**src/rtl/mult_div_sequencer_pkg.sv**
```systemverilog
`default_nettype none
// ============================================================================
// md_pkg : shared constants, op encodings and FSM states for mult_div_sequencer
// Revision: 1.0
// ============================================================================
package md_pkg;

  localparam int WIDTH = 32;
  localparam int CNT_W = 5;

  typedef enum logic [1:0] {
    MD_MULTU = 2'b00,
    MD_MULT  = 2'b01,
    MD_DIVU  = 2'b10,
    MD_DIV   = 2'b11
  } md_op_e;

  typedef enum logic [1:0] {
    ST_IDLE = 2'b00,
    ST_CALC = 2'b01,
    ST_FIX  = 2'b10,
    ST_DONE = 2'b11
  } md_state_e;

endpackage
`default_nettype wire

```
**src/rtl/mult_div_sequencer_if.sv**
```systemverilog
`default_nettype none
// ============================================================================
// mult_div_sequencer_if : core-side request/result bundle for the mult/div unit
// Revision: 1.0
// ============================================================================
interface mult_div_sequencer_if #(
  parameter int WIDTH = 32
);
  logic             MD_start;
  logic [1:0]       MD_op;
  logic [WIDTH-1:0] MD_IN_1;
  logic [WIDTH-1:0] MD_IN_2;
  logic             HI_write;
  logic             LO_write;
  logic [WIDTH-1:0] HILO_wdata;
  logic             MD_busy;
  logic             MD_done;
  logic             MD_div_zero;
  logic [WIDTH-1:0] HI;
  logic [WIDTH-1:0] LO;

  modport master (
    output MD_start, MD_op, MD_IN_1, MD_IN_2, HI_write, LO_write, HILO_wdata,
    input  MD_busy, MD_done, MD_div_zero, HI, LO
  );

  modport slave (
    input  MD_start, MD_op, MD_IN_1, MD_IN_2, HI_write, LO_write, HILO_wdata,
    output MD_busy, MD_done, MD_div_zero, HI, LO
  );
endinterface
`default_nettype wire

```
**src/rtl/mult_div_sequencer_cond_negate.sv**
```systemverilog
`default_nettype none
// ============================================================================
// md_cond_negate : combinational two's-complement negate when i_neg is set
// Revision: 1.0
// ============================================================================
module md_cond_negate #(
  parameter int W = 32
) (
  input  logic         i_neg,
  input  logic [W-1:0] i_a,
  output logic [W-1:0] o_y
);
  assign o_y = i_neg ? (~i_a + W'(1)) : i_a;
endmodule
`default_nettype wire

```
**src/rtl/mult_div_sequencer.sv**
```systemverilog
`default_nettype none
// ============================================================================
// mult_div_sequencer : 32-step shift-add multiply / restoring divide with HI/LO
// Revision: 1.0
// ============================================================================
module mult_div_sequencer
  import md_pkg::*;
#(
  parameter int WIDTH = md_pkg::WIDTH,
  parameter int CNT_W = md_pkg::CNT_W
) (
  input logic                 CLK,
  input logic                 RESET,
  mult_div_sequencer_if.slave bus
);

  md_state_e        state_q, state_d;
  logic [CNT_W-1:0] cnt_q, cnt_d;
  logic [WIDTH:0]   acc_q, acc_d;
  logic [WIDTH-1:0] q_q, q_d;
  logic [WIDTH-1:0] a_q, a_d;
  logic [WIDTH-1:0] hi_q, hi_d;
  logic [WIDTH-1:0] lo_q, lo_d;
  logic             is_div_q, is_div_d;
  logic             neg_res_q, neg_res_d;
  logic             neg_rem_q, neg_rem_d;
  logic             dz_q, dz_d;
  logic             busy_q, busy_d;
  logic             done_q, done_d;
  logic             div_zero_q, div_zero_d;

  md_op_e           w_op;
  logic             w_signed_op;
  logic             w_div_op;
  logic [WIDTH-1:0] w_mag1;
  logic [WIDTH-1:0] w_mag2;
  logic [WIDTH:0]   w_mul_add;
  logic [WIDTH:0]   w_mul_sum;
  logic [WIDTH:0]   w_div_shift;
  logic [WIDTH:0]   w_div_trial;
  logic [2*WIDTH-1:0] w_prod_fix;
  logic [WIDTH-1:0] w_rem_fix;

  assign w_op        = md_op_e'(bus.MD_op);
  assign w_signed_op = (w_op == MD_MULT) || (w_op == MD_DIV);
  assign w_div_op    = (w_op == MD_DIVU) || (w_op == MD_DIV);

  md_cond_negate #(.W(WIDTH)) u_mag1 (
    .i_neg (w_signed_op & bus.MD_IN_1[WIDTH-1]),
    .i_a   (bus.MD_IN_1),
    .o_y   (w_mag1)
  );

  md_cond_negate #(.W(WIDTH)) u_mag2 (
    .i_neg (w_signed_op & bus.MD_IN_2[WIDTH-1]),
    .i_a   (bus.MD_IN_2),
    .o_y   (w_mag2)
  );

  // The low half of the 64-bit negate is also the negated quotient for divides.
  md_cond_negate #(.W(2*WIDTH)) u_prod_fix (
    .i_neg (neg_res_q),
    .i_a   ({acc_q[WIDTH-1:0], q_q}),
    .o_y   (w_prod_fix)
  );

  md_cond_negate #(.W(WIDTH)) u_rem_fix (
    .i_neg (neg_rem_q),
    .i_a   (acc_q[WIDTH-1:0]),
    .o_y   (w_rem_fix)
  );

  assign w_mul_add   = q_q[0] ? {1'b0, a_q} : '0;
  assign w_mul_sum   = acc_q + w_mul_add;
  assign w_div_shift = {acc_q[WIDTH-1:0], q_q[WIDTH-1]};
  assign w_div_trial = w_div_shift - {1'b0, a_q};

  always_comb begin
    state_d   = state_q;
    cnt_d     = cnt_q;
    acc_d     = acc_q;
    q_d       = q_q;
    a_d       = a_q;
    hi_d      = hi_q;
    lo_d      = lo_q;
    is_div_d  = is_div_q;
    neg_res_d = neg_res_q;
    neg_rem_d = neg_rem_q;
    dz_d      = dz_q;

    case (state_q)
      ST_IDLE, ST_DONE: begin
        if (bus.MD_start) begin
          state_d   = ST_CALC;
          cnt_d     = '0;
          acc_d     = '0;
          a_d       = w_mag2;
          q_d       = w_mag1;
          is_div_d  = w_div_op;
          neg_res_d = w_signed_op & (bus.MD_IN_1[WIDTH-1] ^ bus.MD_IN_2[WIDTH-1]);
          neg_rem_d = w_signed_op & w_div_op & bus.MD_IN_1[WIDTH-1];
          dz_d      = w_div_op & (bus.MD_IN_2 == '0);
        end else begin
          state_d = ST_IDLE;
          if (bus.HI_write) hi_d = bus.HILO_wdata;
          if (bus.LO_write) lo_d = bus.HILO_wdata;
        end
      end
      ST_CALC: begin
        if (is_div_q) begin
          if (!w_div_trial[WIDTH]) begin
            acc_d = w_div_trial;
            q_d   = {q_q[WIDTH-2:0], 1'b1};
          end else begin
            acc_d = w_div_shift;
            q_d   = {q_q[WIDTH-2:0], 1'b0};
          end
        end else begin
          acc_d = {1'b0, w_mul_sum[WIDTH:1]};
          q_d   = {w_mul_sum[0], q_q[WIDTH-1:1]};
        end
        cnt_d = cnt_q + CNT_W'(1);
        if (cnt_q == CNT_W'(WIDTH - 1)) state_d = ST_FIX;
      end
      ST_FIX: begin
        // A zero divisor never fails the trial subtract, so the remainder
        // already equals the original dividend; only LO needs forcing.
        if (is_div_q) begin
          lo_d = dz_q ? '1 : w_prod_fix[WIDTH-1:0];
          hi_d = w_rem_fix;
        end else begin
          {hi_d, lo_d} = w_prod_fix;
        end
        state_d = ST_DONE;
      end
      default: state_d = ST_IDLE;
    endcase

    busy_d     = (state_d == ST_CALC) || (state_d == ST_FIX);
    done_d     = (state_d == ST_DONE);
    div_zero_d = (state_d == ST_DONE) && dz_q;
  end

  always_ff @(posedge CLK) begin
    if (RESET) begin
      state_q    <= ST_IDLE;
      cnt_q      <= '0;
      acc_q      <= '0;
      q_q        <= '0;
      a_q        <= '0;
      hi_q       <= '0;
      lo_q       <= '0;
      is_div_q   <= 1'b0;
      neg_res_q  <= 1'b0;
      neg_rem_q  <= 1'b0;
      dz_q       <= 1'b0;
      busy_q     <= 1'b0;
      done_q     <= 1'b0;
      div_zero_q <= 1'b0;
    end else begin
      state_q    <= state_d;
      cnt_q      <= cnt_d;
      acc_q      <= acc_d;
      q_q        <= q_d;
      a_q        <= a_d;
      hi_q       <= hi_d;
      lo_q       <= lo_d;
      is_div_q   <= is_div_d;
      neg_res_q  <= neg_res_d;
      neg_rem_q  <= neg_rem_d;
      dz_q       <= dz_d;
      busy_q     <= busy_d;
      done_q     <= done_d;
      div_zero_q <= div_zero_d;
    end
  end

  assign bus.MD_busy     = busy_q;
  assign bus.MD_done     = done_q;
  assign bus.MD_div_zero = div_zero_q;
  assign bus.HI          = hi_q;
  assign bus.LO          = lo_q;

endmodule
`default_nettype wire
```
**src/flat_wrapper.sv**
```systemverilog
// flat-port wrapper written by rule: the top's interface ports become plain ports
module mult_div_sequencer_flat import md_pkg::*;
#(
  parameter int WIDTH = md_pkg::WIDTH,
  parameter int CNT_W = md_pkg::CNT_W
)
  (CLK, RESET, bus_MD_start, bus_MD_op, bus_MD_IN_1, bus_MD_IN_2, bus_HI_write, bus_LO_write, bus_HILO_wdata, bus_MD_busy, bus_MD_done, bus_MD_div_zero, bus_HI, bus_LO);
  mult_div_sequencer_if #(.WIDTH(WIDTH)) bus_i ();
  input logic CLK;
  input logic RESET;
  input wire logic [$bits(bus_i.MD_start)-1:0] bus_MD_start;
  input wire logic [$bits(bus_i.MD_op)-1:0] bus_MD_op;
  input wire logic [$bits(bus_i.MD_IN_1)-1:0] bus_MD_IN_1;
  input wire logic [$bits(bus_i.MD_IN_2)-1:0] bus_MD_IN_2;
  input wire logic [$bits(bus_i.HI_write)-1:0] bus_HI_write;
  input wire logic [$bits(bus_i.LO_write)-1:0] bus_LO_write;
  input wire logic [$bits(bus_i.HILO_wdata)-1:0] bus_HILO_wdata;
  output wire logic [$bits(bus_i.MD_busy)-1:0] bus_MD_busy;
  output wire logic [$bits(bus_i.MD_done)-1:0] bus_MD_done;
  output wire logic [$bits(bus_i.MD_div_zero)-1:0] bus_MD_div_zero;
  output wire logic [$bits(bus_i.HI)-1:0] bus_HI;
  output wire logic [$bits(bus_i.LO)-1:0] bus_LO;
  assign bus_i.MD_start = bus_MD_start;
  assign bus_i.MD_op = bus_MD_op;
  assign bus_i.MD_IN_1 = bus_MD_IN_1;
  assign bus_i.MD_IN_2 = bus_MD_IN_2;
  assign bus_i.HI_write = bus_HI_write;
  assign bus_i.LO_write = bus_LO_write;
  assign bus_i.HILO_wdata = bus_HILO_wdata;
  assign bus_MD_busy = bus_i.MD_busy;
  assign bus_MD_done = bus_i.MD_done;
  assign bus_MD_div_zero = bus_i.MD_div_zero;
  assign bus_HI = bus_i.HI;
  assign bus_LO = bus_i.LO;
  mult_div_sequencer #(.WIDTH(WIDTH), .CNT_W(CNT_W)) u_core (.CLK(CLK), .RESET(RESET), .bus(bus_i));
endmodule
```
**config.mk**
```make
export PLATFORM = sky130hd
export DESIGN_NAME = mult_div_sequencer_flat
export DESIGN_NICKNAME = d
export VERILOG_FILES = /design/src/rtl/mult_div_sequencer_pkg.sv /design/src/rtl/mult_div_sequencer_if.sv /design/src/rtl/mult_div_sequencer_cond_negate.sv /design/src/rtl/mult_div_sequencer.sv /design/src/flat_wrapper.sv
export SDC_FILE = /design/constraint.sdc
export NUM_CORES = 1
export LEC_CHECK = 0
export BUFFER_PORTS_ARGS = -buffer_cell sky130_fd_sc_hd__buf_2
export CORE_UTILIZATION = 30
export CTS_CLUSTER_SIZE = 10
export DETAILED_ROUTE_END_ITERATION = 10
export SETUP_SLACK_MARGIN = 0.2
export SLEW_MARGIN = 20
export SYNTH_ARGS = -nofsm -noshare
export SYNTH_HDL_FRONTEND = slang
export SYNTH_SLANG_ARGS = --single-unit
```
**constraint.sdc**
```tcl
create_clock -name CLK -period 8.4 [get_ports CLK]
set_input_delay 0.84 -clock CLK [delete_from_list [all_inputs] [get_ports CLK]]
set_output_delay 0.84 -clock CLK [all_outputs]
set_load 0.005 [all_outputs]
```
# Word level (Yosys, flattened, before mapping)
# Index checks and enable logic that the tools add are counted.
dict set report classes {
  bitwise 11
  reduce_logical 13
  add_sub_neg 7
  eq_ne 14
  mux 27
}
# operator count
set op_table {}
lappend op_table {{$mux 32} 13}
lappend op_table {{$pmux 32 s2} 3}
lappend op_table {{$mux 33} 3}
lappend op_table {{$add 32x1->32 const B} 3}
lappend op_table {{$not 32->32} 3}
lappend op_table {{$pmux 33 s2} 1}
lappend op_table {{$add 64x1->64 const B} 1}
lappend op_table {{$mux 64} 1}
lappend op_table {{$not 64->64} 1}
lappend op_table {{$add 33x33->33} 1}
lappend op_table {{$sub 33x32->33} 1}
lappend op_table {{$logic_not 32->1} 1}
lappend op_table {{$eq 2x2->1 const B} 6}
lappend op_table {{$pmux 5 s2} 1}
lappend op_table {{$ne 2x2->1 const B} 4}
lappend op_table {{$and 1x1->1} 6}
lappend op_table {{$eq 2x1->1 const B} 3}
lappend op_table {{$pmux 2 s3} 1}
lappend op_table {{$reduce_and 3->1} 2}
lappend op_table {{$add 5x1->5 const B} 1}
lappend op_table {{$eq 5x5->1 const B} 1}
lappend op_table {{$mux 5} 1}
lappend op_table {{$reduce_and 2->1} 2}
lappend op_table {{$reduce_bool 2->1} 2}
lappend op_table {{other kinds (7)} 10}
dict set report word_totals {
  wordCells 86
  in_bits 103
  output_inout_bits 67
  reg_bits 175
}

# Depth between registers and ports, before layout
# Gate-level depths: netlist of the first run.
dict set report depth {
  depth_word 6
  depth_mapped 21
  depth_no_buf 19
}

# By module
# From an unflattened synthesis of the first run, not the netlist that was laid out.
dict set report unflattened {
  hier_cells 2062
  hier_area_um2 15748.9
}
# module seq_area_each_um2 area_per_inst_um2 n_inst cells_per_inst
set modules_own_cells {}
lappend modules_own_cells {mult_div_sequencer 3503.4 11768.8 1 1559}
lappend modules_own_cells {{md_cond_negate (u_core.u_mag1 ...)} 0.0 777.0 3 99}
lappend modules_own_cells {{md_cond_negate (u_core.u_prod_fix)} 0.0 1649.1 1 206}

# Least setup slack after synthesis of the first run
# Ideal clock, no wire load.
dict set report synth_path {
  path_kind {register to register}
  from {register u_core.q_q[31]}
  to {register u_core.acc_q[10]}
  arrival_ns 4.064
  setup_time_ns 0.133
  required_time_ns 8.267
  stages_incl_launch_ff 20
  slack_ns 4.203
  period_less_slack_ns 4.197
  cell_sequence {dfxtp_1 -> clkbuf_1 -> inv_1 -> ha_1 -> fa_1 -> nor2b_1 -> o21ai_0 -> o21ai_0 -> a21oi_1 -> o21ai_0 -> a221oi_1 -> nand2b_1 -> a21oi_1 -> o21ai_0 -> ha_1 -> clkbuf_1 -> buf_1 -> nor2_1 -> a222oi_1 -> o21ai_0}
}
dict set report synth_between {
  elab_chain_cells 4
}
# item line_no
set synth_rtl {}
lappend synth_rtl {{start: declaration} mult_div_sequencer.sv:20} ;# logic [WIDTH-1:0] q_q, q_d;
lappend synth_rtl {{start signal: assignment} mult_div_sequencer.sv:164} ;# q_q <= q_d;
lappend synth_rtl {{$sub 33x32->33} mult_div_sequencer.sv:76} ;# assign w_div_trial = w_div_shift - {1'b0, a_q};
lappend synth_rtl {{$mux 33} mult_div_sequencer.sv:111} ;# if (!w_div_trial[WIDTH]) begin
lappend synth_rtl {{$mux 33} mult_div_sequencer.sv:110} ;# if (is_div_q) begin
lappend synth_rtl {{$pmux 33 s2} mult_div_sequencer.sv:91} ;# case (state_q)
lappend synth_rtl {{end signal: assignment} mult_div_sequencer.sv:148} ;# acc_q <= '0;
lappend synth_rtl {{end signal: assignment} mult_div_sequencer.sv:163} ;# acc_q <= acc_d;
lappend synth_rtl {{end: declaration} mult_div_sequencer.sv:19} ;# logic [WIDTH:0] acc_q, acc_d;
# No other way between the ends.
# A chain may end at the register's enable or synchronous reset.

# Worst setup path after layout of the first run
dict set report layout_path {
  from {register u_core.q_q[31]}
  to {register u_core.acc_q[28]}
}
# The elaborated chain is that of the path after synthesis.

==> results of run 1 <==
[final timing paths]
kind              cells after the start                          start  slack [ns]                       endpoint
setup / recovery                     19    u_core.q_q[31]$_SDFFE_PP0P_        2.92  u_core.acc_q[28]$_SDFFE_PP0P_
hold / removal                        2  u_core.bus.LO[8]$_SDFFE_PP0P_        0.45  u_core.bus.LO[8]$_SDFFE_PP0P_
setup reg to reg                     19    u_core.q_q[31]$_SDFFE_PP0P_        2.92  u_core.acc_q[28]$_SDFFE_PP0P_
hold reg to reg                       2  u_core.bus.LO[8]$_SDFFE_PP0P_        0.45  u_core.bus.LO[8]$_SDFFE_PP0P_
[cells by family after synthesis]
kind of cell	share of synthesized area [%]
AOI/OAI and AO/OA	29.30
and+or+nand+nor	21.15
buffers and inverters	5.409
DFF	24.04
xor gates and xnor gates	9.195
adders and majority gates	6.714
muxes	4.198
[power groups by stage]
stage	logic, uW	registers [uW]	clock network [uW]
finish	693	936	807
global route	755	942	852
global placement	678	951	0
floorplan	480	922	0
CTS	683	934	825
detailed placement	680	953	0
[per-layer routing]
layer,global-route usage (%),routed length (um),vias to the layer above
met1,29.14,24950,7303
met3,3.042,2853,86
li1,-,-,7381
met4,7.942,1775,0
met5,0,0,-
met2,34.48,24820,542
[layout make-up]
| cell class | instances | area (um2) | share of cell area [%] |
|---|---|---|---|
| clock buffer | 18 | 439.2 | 2.673 |
| antenna | 3 | 7.507 | 0.04569 |
| multi-input combinational | 1608 | 10310 | 62.77 |
| inverter | 69 | 259.0 | 1.576 |
| tap | 615 | 769.5 | 4.683 |
| sequential | 175 | 3508 | 21.35 |
| timing repair buffer | 187 | 991.0 | 6.031 |
| clock inverter | 14 | 142.6 | 0.8680 |
[registers in the layout (all words and copies together) (netlist names)]
register                flops
u_core.cnt_q                5
u_core.bus.MD_done          1
u_core.dz_q                 1
u_core.acc_q               33
u_core.neg_rem_q            1
u_core.bus.LO              32
u_core.q_q                 32
u_core.state_q              2
u_core.bus.HI              32
u_core.bus.MD_busy          1
u_core.a_q                 32
u_core.neg_res_q            1
u_core.bus.MD_div_zero      1
u_core.is_div_q             1
[metrics by stage]
| stage | total power (uW) | hold slack [ns] | area, um2 | setup slack [ns] | cells |
|---|---|---|---|---|---|
| 4_1_cts | 2441 | 0.4530 | 16410 | 3.070 | 2685 |
| 3_5_place_dp | 1633 | 0.4363 | 15830 | 3.140 | 2653 |
| 6_report | 2435 | 0.4502 | 16430 | 2.916 | 2689 |
| 3_3_place_gp | 1628 | 0.4337 | 15830 | 3.209 | 2653 |
| 2_1_floorplan | 1402 | 0.4319 | 14570 | 4.203 | 1988 |
| 5_1_grt | 2548 | 0.4654 | 16430 | 2.586 | 2688 |
[worst max-delay path, cell delays in order, from the launching register on]
cell	delay, ns
dfxtp_1	0.50
inv_1	0.17
ha_1	0.24
fa_1	0.42
nor2b_1	0.13
o21ai_0	0.10
o21ai_0	0.43
a21oi_1	0.29
o21ai_0	0.53
a221oi_1	0.23
nand2b_1	0.13
a21oi_1	0.06
o21ai_0	0.28
ha_1	0.17
buf_4	0.45
clkinv_1	0.41
a211o_1	0.40
o31ai_1	0.08
o211ai_1	0.13
a22o_1	0.21
[layout by cell type (no fill, tap or decap), types with 17 or more instances in the layout]
cell type / n
nand2b_1: 25
clkbuf_16: 17
nand4_1: 18
a21oi_1: 213
nor4_1: 18
nor2b_1: 20
xor2_1: 68
buf_2: 168
o211ai_1: 40
a21o_1: 39
a31oi_1: 17
or3_1: 22
ha_1: 73
nand3_1: 34
o31ai_1: 20
o221ai_1: 37
xnor2_1: 85
nand2_1: 221
buf_4: 18
o21ai_0: 112
a211oi_1: 54
dfxtp_1: 173
nor3_1: 43
mux2i_1: 51
a22oi_1: 21
nor2_1: 189
inv_1: 68
==> results.txt, run 1 <==
status: completed
syn_area_per_cell: 7.331 um2
CTS clk-pin slew, worst paths: 0.07 ns
CTS buffer count: 17
critical path endpoint category: flip-flop
standard-cell rows: 80
Leak Pwr: 0.006681 uW
final core utilization: 34.34%
post-synthesis sequential area ratio: 24.04%
vias per cell: 5.694
DRC Markers: 0
Sink Count: 175
Setup Buffers After CTS: 0
ranking of synthesized cells by area: dfxtp_1, a21oi_1, ha_1, nand2_1, xnor2_1
core region area: 47850 um2
NumNets Final: 2238
clk root buf: clkbuf_16
Area Overhead vs Synth: 12.75%
HP Class: flip-flop to flip-flop
setup TNS: 0 ns
Final Slew Violations: 0
post-route clock period utilization: 65.28%
initial antenna violation count: 3
buffers added on ports: 169
area leader, netlist: dfxtp_1
die width: 222.4 um
Synth Flop Type: dfxtp_1
Detailed Place HPWL: 41980 um
dominant cell by count in the synthesized netlist: nand2_1
via count: 15310
Iteration-0 DRC Markers: 1559
post_cts resized: 0
Arr. time, crit path: 5.85 ns
CP Data Required Time: 8.76 ns
cell area after synthesis: 14570 um2
Routed WL per cell: 20.23 um
Chip Height: 222.4 um
H-tree levels: 4
fill count: 5079
vias in the first global route: 14140
switch share: 37.25%
Logic pwr share: 28.4%
die area: 49470 um2
Synth Warn #: 0
clock share of power: 33.1%
DRT Wirelength: 54400 um
register share of total power: 38.4%
relative slew slack: 31.92%
Max Cap Violations: 0
Max Freq: 0.1824 GHz
CTS Hold Bufs: 0
Max IR drop VDD: 0.1629 mV
Starting Density: 30.46%
grt ovf: 0
first drt pass iteration count: 6
RePlAce Congestion: 0.9589
synth unique cells: 78
Synthesized Nets: 2168
Seq cells post-synth: 175
Yosys top cell area share: 24.04%
PwrDens: 148.2 nW/um2
RSZ-0062 raised after global routing: no
Psw: 907.3 uW
# IOs: 170
largest net degree at the start of global routing: 89
Mapped Cells: 1988
first-pass GRT wire length: 83860 um
DRT antenna net count: 0
Int Power: 1528 uW
GRT Overall Usage: 21.50%
Critical Path Start Type: flip-flop
Critical Path Fanout Max: 42
share of cells above drive strength 1: 12.55%
Worst Skew: 0.01680 ns
final setup fails: 0
Worst Tran Pin Value: 1.017 ns
ys async rst share: 0%
Longest Clk Path Bufs: 2
number of flops mapped to enable cells by yosys: 0
Synth top cells by count: nand2_1, a21oi_1, nor2_1
endpoints failing hold: 0
WS Path Type: flip-flop to flip-flop
post-route minimum period: 5.484 ns
TritonCTS clock tree: built
worst-skew pair later-pin latency: 0.48 ns
No activity file was read; power rests on OpenSTA's default activity.
==> run 2, diff against run 1 <==
- clock period: 8.4 -> 5.6 ns (I/O delays scaled with it)
==> results.txt, run 2 (synthesis results as in run 1) <==
CTS buffer count: 17
Detailed Place HPWL: 41630 um
Critical Path Start Type: flip-flop
Arr. time, crit path: 5.17 ns
vias in the first global route: 14360
Routed WL per cell: 19.96 um
RePlAce Congestion: 0.9402
Top cell by count, worst path: o21ai_0
via count: 15260
GRT Overall Usage: 21.19%
standard-cell rows: 80
worst flop-to-flop path endpoint: u_core.acc_q[13]$_SDFFE_PP0P_
final core utilization: 34.55%
Max IR drop VDD: 0.2361 mV
critical path endpoint category: flip-flop
R2R depth: 18
first-pass GRT wire length: 82990 um
die area: 49470 um2
switch share: 37.11%
PwrDens: 225.2 nW/um2
Setup Buffers After CTS: 0
CTS Hold Bufs: 0
Worst Tran Pin Value: 1.151 ns
r2r setup slk: 0.81 ns
Hold Path End: u_core.is_div_q$_SDFFE_PP0P_
Area Overhead vs Synth: 13.43%
CP delay by family, top: compound AO/OA/AOI/OAI gates
Reg-to-Reg Start: u_core.q_q[31]$_SDFFE_PP0P_
CTS clk-pin slew, worst paths: 0.08 ns
endpoints failing hold: 0
WS Path Type: flip-flop to flip-flop
Psw: 1381 uW
status: completed
H-tree levels: 4
worst-skew pair later-pin latency: 0.46 ns
Buf/Inv on CP: 2
Leak Pwr: 0.006740 uW
HP Class: input pin to flip-flop
largest net degree at the start of global routing: 89
post-route clock period utilization: 85.51%
Worst Skew: 0.01773 ns
TritonCTS clock tree: built
clock share of power: 34.6%
most frequent cells in the layout: nand2_1, a21oi_1, nor2_1
Post-Layout Cell Count: 2694
# IOs: 170
relative slew slack: 23.28%
final setup fails: 0
DRT Wirelength: 53790 um
post_cts resized: 0
Antenna Diode Count: 0
Logic pwr share: 27.6%
buffers added on ports: 169
CP Data Required Time: 5.98 ns
Sink Count: 175
WP depth: 18
setup TNS: 0 ns
NumNets Final: 2246
number of flip-flops in the largest register: 33
initial antenna violation count: 0
register share of total power: 37.9%
Final Slew Violations: 0
clk root buf: clkbuf_16
vias per cell: 5.665
CP Cell Sequence: inv_1, ha_1, fa_1, nor2b_1, o21ai_0, o21ai_0, a21oi_1, o21ai_0, a221oi_1, nand2b_1, a21oi_1, o21ai_0, ha_1, buf_4, or3b_2, a31oi_1, o21ai_0, a21oi_1
# placed instances: 2662
Iteration-0 DRC Markers: 1457
DRC Markers: 0
Chip Height: 222.4 um
Max Freq: 0.2088 GHz
worst hold start: bus_MD_op[1]
Int Power: 2341 uW
DRT antenna net count: 0
Most flops, register: u_core.acc_q
Slowest-stage cell, CP: dfxtp_1
Longest Clk Path Bufs: 2
Largest stage delay, worst path: 0.53 ns
grt ovf: 0
RSZ-0062 raised after global routing: no
WHS Path Cells: 3
post-route minimum period: 4.789 ns
die width: 222.4 um
commonest non-fill, non-tap cell in the layout: nand2_1
Critical Path Fanout Max: 21
share of cells above drive strength 1: 12.89%
Max Cap Violations: 0
Starting Density: 30.46%
core region area: 47850 um2
first drt pass iteration count: 5
run 2: cell types whose count changed in the layout (fill, tap and decap cells not counted), moves of 2 or more:
cell      delta
buf_4        +9
clkinv_8     +5
diode_2      -3
inv_6        -2
run 2: cell type report:
cell class              instances  area (um2)
well taps                     615       769.5
multi-input cells            1608       10310
flip-flops and latches        175        3508
inverters                      69       259.0
clock inverters                15       211.5
fillers                      5105       31320
clock buffers                  17       425.4
repair buffers                195        1044
run 2: routing by layer:
layer	up-vias	track usage (%)	wire (um)
met4	0	8.053	1700
li1	7395	-	-
met5	-	0	0
met2	526	34.44	24710
met3	82	2.605	3062
met1	7259	28.51	24310
run 2: worst max-delay path by stage:
stage                                start                            end  slack (ns)
2_1_floorplan  u_core.q_q[31]$_SDFFE_PP0P_  u_core.acc_q[10]$_SDFFE_PP0P_        1.40
3_3_place_gp   u_core.q_q[31]$_SDFFE_PP0P_  u_core.acc_q[13]$_SDFFE_PP0P_        1.04
3_5_place_dp   u_core.q_q[31]$_SDFFE_PP0P_  u_core.acc_q[13]$_SDFFE_PP0P_        0.89
4_1_cts        u_core.q_q[31]$_SDFFE_PP0P_  u_core.acc_q[13]$_SDFFE_PP0P_        0.85
5_1_grt        u_core.q_q[31]$_SDFFE_PP0P_  u_core.acc_q[13]$_SDFFE_PP0P_        0.40
6_report       u_core.q_q[31]$_SDFFE_PP0P_  u_core.acc_q[13]$_SDFFE_PP0P_        0.81
run 2: tightest hold or removal path, stage by stage:
cell	delay, ns
buf_2	0.12
nand2_1	0.05
a21oi_1	0.05
run 2: per-stage QoR:
stage / total power (uW) / area (um2) / setup slack (ns) / hold slack (ns)
final: 3722 / 16530 / 0.8114 / 0.3632
after floorplan: 2103 / 14570 / 1.403 / 0.4319
after detailed placement: 2445 / 15890 / 0.8884 / 0.4417
after global placement: 2436 / 15890 / 1.040 / 0.4333
after CTS: 3728 / 16530 / 0.8515 / 0.3405
after global routing: 3898 / 16530 / 0.3973 / 0.3535
run 2: power groups by stage:
stage	combinational, uW	sequential, uW	clock (uW)
floorplan	720	1380	0
global placement	1000	1430	0
detailed placement	1010	1440	0
CTS	1010	1410	1310
global route	1120	1420	1360
finish	1030	1410	1290
